`src/rtl/led_pwm_bank.sv`:
```
// LED output bank: per-channel OFF/ON/PWM/BLINK modes with period-aligned duty shadows,
// a shared blink timebase, registered readback and a selectable pin polarity.
module led_pwm_bank #(
    parameter int  NUM_LEDS   = 8,
    parameter int  PWM_BITS   = 8,
    parameter int  PRESC_BITS = 22,
    parameter bit  ACTIVE_LOW = 1'b0,
    localparam int AW         = (NUM_LEDS > 1) ? $clog2(NUM_LEDS) : 1,
    localparam int DW         = PWM_BITS + 2
) (
    input  logic                clk,
    input  logic                rst,
    input  logic                wr_en,
    input  logic [AW-1:0]       wr_addr,
    input  logic [DW-1:0]       wr_data,
    input  logic [AW-1:0]       rd_addr,
    output logic [DW-1:0]       rd_data,
    output logic [NUM_LEDS-1:0] led
);

    typedef enum logic [1:0] {
        MODE_OFF   = 2'd0,
        MODE_ON    = 2'd1,
        MODE_PWM   = 2'd2,
        MODE_BLINK = 2'd3
    } mode_e;

    mode_e               mode_q    [NUM_LEDS];
    mode_e               mode_d    [NUM_LEDS];
    logic [PWM_BITS-1:0] duty_q    [NUM_LEDS];
    logic [PWM_BITS-1:0] duty_d    [NUM_LEDS];
    logic [PWM_BITS-1:0] duty_sh_q [NUM_LEDS];
    logic [PWM_BITS-1:0] duty_sh_d [NUM_LEDS];

    logic [PWM_BITS-1:0]   pwm_cnt_q, pwm_cnt_d;
    logic [PRESC_BITS-1:0] presc_q, presc_d;
    logic                  blink_ph_q, blink_ph_d;
    logic [DW-1:0]         rd_data_q, rd_data_d;
    logic [NUM_LEDS-1:0]   led_q, led_d;
    logic [NUM_LEDS-1:0]   lit;
    logic                  pwm_wrap;

    assign pwm_wrap = &pwm_cnt_q;

    always_comb begin
        // NOTE: every signal written here gets a default first, so no path can leave one unassigned and infer a latch.
        pwm_cnt_d  = pwm_cnt_q + 1'b1;
        presc_d    = presc_q + 1'b1;
        blink_ph_d = blink_ph_q ^ (&presc_q);
        rd_data_d  = '0;
        lit        = '0;
        led_d      = '0;
        for (int i = 0; i < NUM_LEDS; i++) begin
            mode_d[i] = mode_q[i];
            duty_d[i] = duty_q[i];
            // The shadow samples the pre-write duty, so a write on the wrap edge lands one period later.
            duty_sh_d[i] = pwm_wrap ? duty_q[i] : duty_sh_q[i];

            if (wr_en && (wr_addr == AW'(i))) begin
                mode_d[i] = mode_e'(wr_data[DW-1 -: 2]);
                duty_d[i] = wr_data[PWM_BITS-1:0];
            end

            if (rd_addr == AW'(i)) begin
                rd_data_d = {mode_q[i], duty_q[i]};
            end

            case (mode_q[i])
                MODE_OFF:   lit[i] = 1'b0;
                MODE_ON:    lit[i] = 1'b1;
                MODE_PWM:   lit[i] = (pwm_cnt_q < duty_sh_q[i]);
                MODE_BLINK: lit[i] = blink_ph_q && (pwm_cnt_q < duty_sh_q[i]);
                default:    lit[i] = 1'b0;
            endcase
            led_d[i] = lit[i] ^ ACTIVE_LOW;
        end
    end

    always_ff @(posedge clk) begin
        // NOTE: the per-channel arrays are reset too; a stale mode would drive the pins straight out of reset.
        if (rst) begin
            mode_q     <= '{default: MODE_OFF};
            duty_q     <= '{default: '0};
            duty_sh_q  <= '{default: '0};
            pwm_cnt_q  <= '0;
            presc_q    <= '0;
            blink_ph_q <= 1'b0;
            rd_data_q  <= '0;
            led_q      <= {NUM_LEDS{ACTIVE_LOW}};
        end else begin
            // NOTE: non-blocking only, so every flop samples the values from before this edge.
            mode_q     <= mode_d;
            duty_q     <= duty_d;
            duty_sh_q  <= duty_sh_d;
            pwm_cnt_q  <= pwm_cnt_d;
            presc_q    <= presc_d;
            blink_ph_q <= blink_ph_d;
            rd_data_q  <= rd_data_d;
            led_q      <= led_d;
        end
    end

    assign rd_data = rd_data_q;
    assign led     = led_q;

endmodule

```
`config.mk`:
```
export PLATFORM = sky130hd
export DESIGN_NAME = led_pwm_bank
export DESIGN_NICKNAME = d
export VERILOG_FILES = /design/src/rtl/led_pwm_bank.sv
export SDC_FILE = /design/constraint.sdc
export NUM_CORES = 1
export LEC_CHECK = 0
export ABC_CLOCK_PERIOD_IN_PS = 2550
export BUFFER_PORTS_ARGS = -buffer_cell sky130_fd_sc_hd__buf_2
export CELL_PAD_IN_SITES_DETAIL_PLACEMENT = 0
export CELL_PAD_IN_SITES_GLOBAL_PLACEMENT = 2
export CORE_MARGIN = 10
export CORE_UTILIZATION = 38
export CTS_BUF_LIST = sky130_fd_sc_hd__clkbuf_8
export DETAILED_ROUTE_END_ITERATION = 10
export GPL_TIMING_DRIVEN = 0
export PLACE_DENSITY = 0.83
export SLEW_MARGIN = 20
export SYNTH_ARGS = -nofsm -noshare
export SYNTH_HDL_FRONTEND = slang
export SYNTH_SLANG_ARGS = --single-unit
```
`constraint.sdc`:
```
create_clock -name clk -period 2.55 [get_ports clk]
set_input_delay 0.255 -clock clk [delete_from_list [all_inputs] [get_ports clk]]
set_output_delay 0.255 -clock clk [all_outputs]
set_load 0.005 [all_outputs]
```
==> impl_metrics.json <==
{
  "syn_inst": 1152,
  "swShare": 0.2852,
  "htree_num_levels": 4,
  "cts_tree": "built",
  "dp.final_hpwl_um": 21260,
  "die_w_um": 173.1,
  "p_int_mw": 4.008,
  "min_path_type": "primary input to register",
  "period_minus_slack_ps": 2403,
  "start_util": 0.3901,
  "row_count": 55,
  "cts_buffers": 17,
  "slew_viol_final": 0,
  "pwr-share-clk": 0.380,
  "fillers": 2514,
  "ys_seq_area_frac": 0.4335,
  "rsz0062_at_grt": "false",
  "totalWireLength_um": 28240,
  "r2r-end": "duty_sh_q[7]$_SDFFE_PP0P_",
  "initialDrtViolationCount": 540,
  "overflow": 0,
  "worstMarginPinSlew_ps": 969.1,
  "reg2reg_depth": 7,
  "gp_congestion": 0.8458,
  "min_period_over_period": 0.9424,
  "grt_first_pass_wirelength_um": 43360,
  "crit_type": "register to register",
  "fin_skew_ps": 22.91,
  "clockRootBuffer": "clkbuf_8",
  "ios": 37,
  "drv_cap": 0,
  "synth_edf_count": 0,
  "finalNonFillerCells": 1517,
  "avgSynthCellArea_um2": 7.736,
  "drc_errors": 0,
  "post_cts_buffers": 0,
  "dieArea_um2": 29980,
  "max_freq_mhz": 416.1,
  "antenna_cells": 0,
  "cts_sinks": 193,
  "nets": 1268,
  "final_common_cell": "nand2_1",
  "power.density_nw_per_um2": 569.2,
  "core-area_um2": 22850,
  "clkLatencyLatePin_ps": 500,
  "layout_setup_ws_ps": 147.0,
  "die_h_um": 173.1,
  "final_cell_mix": "nand2_1 (329), dfxtp_1 (188), a21oi_1 (162)",
  "holdPathStages": 3,
  "layout-drive-gt1-share": 0.05980,
  "antenna_found_initial": 0,
  "finalHoldViolCount": 0,
  "utilization": 0.4312,
  "wl_per_cell_um": 18.62,
  "min_from": "wr_data[7]",
  "setup_viol": 0,
  "dpl_cell_area_um2": 9404,
  "dp_slack_ps": -301.9,
  "synthArstFlopShare": 0,
  "crit_fanout": 10,
  "cp-startpoint": "pwm_cnt_q[1]$_SDFF_PP0_",
  "cts_max_path_buffers": 2,
  "post-place-cells": 1485,
  "ant_nets": 0,
  "p_leak_nw": 3.436,
  "min_to": "duty_q[7]$_SDFFE_PP0P_",
  "ys_seq_elements": 193,
  "switching_power_mw": 1.599,
  "port_buffers": 20,
  "worstSetupEndpointType": "register",
  "syn_area_um2": 8912,
  "ys.flop_type": "dfxtp_1",
  "vias": 7780,
  "power_mw": 5.607,
  "startpoint_type": "register",
  "whs_ps": 164.2,
  "syn_nets": 1229,
  "yosys_warnings": 0,
  "grtUsageTotal": 0.1858,
  "combPwrFrac": 0.064,
  "r2r_slack_ps": 150,
  "ys_types": 41,
  "dr.pass1.iters": 5,
  "irDropWorstVdd_mv": 0.3443,
  "setup-tns-final_ps": 0,
  "required_ps": 2890,
  "design_area_um2": 9851,
  "path_clk_slew_ps": 120,
  "arrival_ps": 2740,
  "timing.rr.start": "pwm_cnt_q[1]$_SDFF_PP0_",
  "grt_pass1_vias": 7391,
  "area_delta_synth_final_pct": 10.53,
  "ctsHoldBuffers": 0,
  "outcome": "finished clean",
  "grt_max_degree": 21,
  "viasPerCell": 5.129,
  "slew_headroom": 0.3525,
  "seqPwrFrac": 0.556
}
==> how the worst max path moves through the flow <==
stage	depth (start not counted)	end	slack [ps]
6_report	7	duty_sh_q[7]$_SDFFE_PP0P_	150
5_1_grt	7	duty_sh_q[63]$_SDFFE_PP0P_	10
4_1_cts	6	duty_sh_q[7]$_SDFFE_PP0P_	6
3_5_place_dp	6	duty_sh_q[23]$_SDFFE_PP0P_	-300
3_3_place_gp	6	duty_sh_q[23]$_SDFFE_PP0P_	-350
2_1_floorplan	5	blink_ph_q$_SDFF_PP0_	760
==> cells by family after synthesis <==
| kind of cell | after synthesis | share of synthesized area |
|---|---|---|
| xor gates and xnor gates | 17 | 0.01671 |
| adders and majority gates | 58 | 0.08143 |
| and+or+nand+nor | 495 | 0.2375 |
| buffers and inverters | 125 | 0.05293 |
| muxes | 18 | 0.02078 |
| AOI/OAI and AO/OA | 246 | 0.1571 |
| DFF | 193 | 0.4335 |
==> final cells by class <==
| cell class | instances | area [um^2] | area share |
|---|---|---|---|
| Timing Repair Buffer | 20 | 100.1 | 0.01016 |
| Tap cell | 313 | 391.6 | 0.03976 |
| Multi-Input combinational cell | 834 | 4589 | 0.4659 |
| Inverter | 62 | 232.7 | 0.02363 |
| Clock inverter | 15 | 193.9 | 0.01969 |
| Clock buffer | 17 | 234.0 | 0.02375 |
| Sequential cell | 193 | 3870 | 0.3929 |
| Buffer | 63 | 239.0 | 0.02426 |
==> registers in the layout, summed over array words and instances, names as in the netlist <==
name and count:
led 8, blink_ph_q 1, mode_q 16, pwm_cnt_q 8, presc_q 22, duty_q 64
duty_sh_q 64, rd_data 10
==> repair_timing <==
item,4_1_cts,5_1_grt
gates resized for setup,4,3
endpoints found under the setup margin,60,48
pin swaps,0,0
==> worst max-delay path: stages (launching register included) <==
cell and delay (ps):
dfxtp_2 560, ha_1 320, nand3_1 160, or2_2 330, clkbuf_1 300, clkbuf_1 360
nand2_1 160, a21oi_1 70
==> cell usage after synthesis, types with 2 or more instances <==
| cell | n | area, um^2 |
|---|---|---|
| nor4_1 | 12 | 75.07 |
| or3_1 | 7 | 43.79 |
| and3_1 | 2 | 12.51 |
| o211ai_1 | 6 | 45.04 |
| a22oi_1 | 14 | 105.1 |
| nor2_1 | 66 | 247.7 |
| mux2_2 | 4 | 45.04 |
| nand4_1 | 4 | 25.02 |
| nor3_1 | 5 | 25.02 |
| dfxtp_1 | 193 | 3864 |
| o2111ai_1 | 6 | 52.55 |
| xnor2_1 | 12 | 105.1 |
| o32ai_1 | 8 | 70.07 |
| o21ai_0 | 24 | 120.1 |
| nand2b_1 | 21 | 131.4 |
| o22ai_1 | 4 | 25.02 |
| buf_1 | 13 | 48.80 |
| a21oi_1 | 162 | 810.8 |
| and4_1 | 2 | 17.52 |
| nor2b_1 | 5 | 31.28 |
| ha_1 | 58 | 725.7 |
| or4_4 | 2 | 22.52 |
| inv_1 | 62 | 232.7 |
| a211oi_1 | 8 | 60.06 |
| mux2i_1 | 14 | 140.1 |
| xor2_1 | 5 | 43.79 |
| nand2_1 | 329 | 1235 |
| nand3_1 | 32 | 160.2 |
| a21o_1 | 8 | 60.06 |
| buf_2 | 2 | 10.01 |
| a221oi_1 | 4 | 35.03 |
| clkbuf_1 | 48 | 180.2 |
| nand4_4 | 2 | 42.54 |
==> power by group through the flow <==
stage               Combinational [mW]  Clock [mW]  Sequential, mW
global route                     0.403        2.28            3.12
global placement                 0.359           0            3.18
detailed placement               0.361           0            3.18
floorplan                        0.238           0            3.15
CTS                              0.362        2.17            3.11
finish                           0.359        2.13            3.12
==> per-layer routing <==
metal | vias to the layer above | track usage | share of wire
li1 | 3949 | - | -
met1 | 3655 | 0.2603 | 0.51
met2 | 154 | 0.2931 | 0.44
met3 | 22 | 0.02962 | 0.037
met4 | 0 | 0.04132 | 0.013
met5 | - | 0 | 0
No activity file was read; power rests on OpenSTA's default activity.
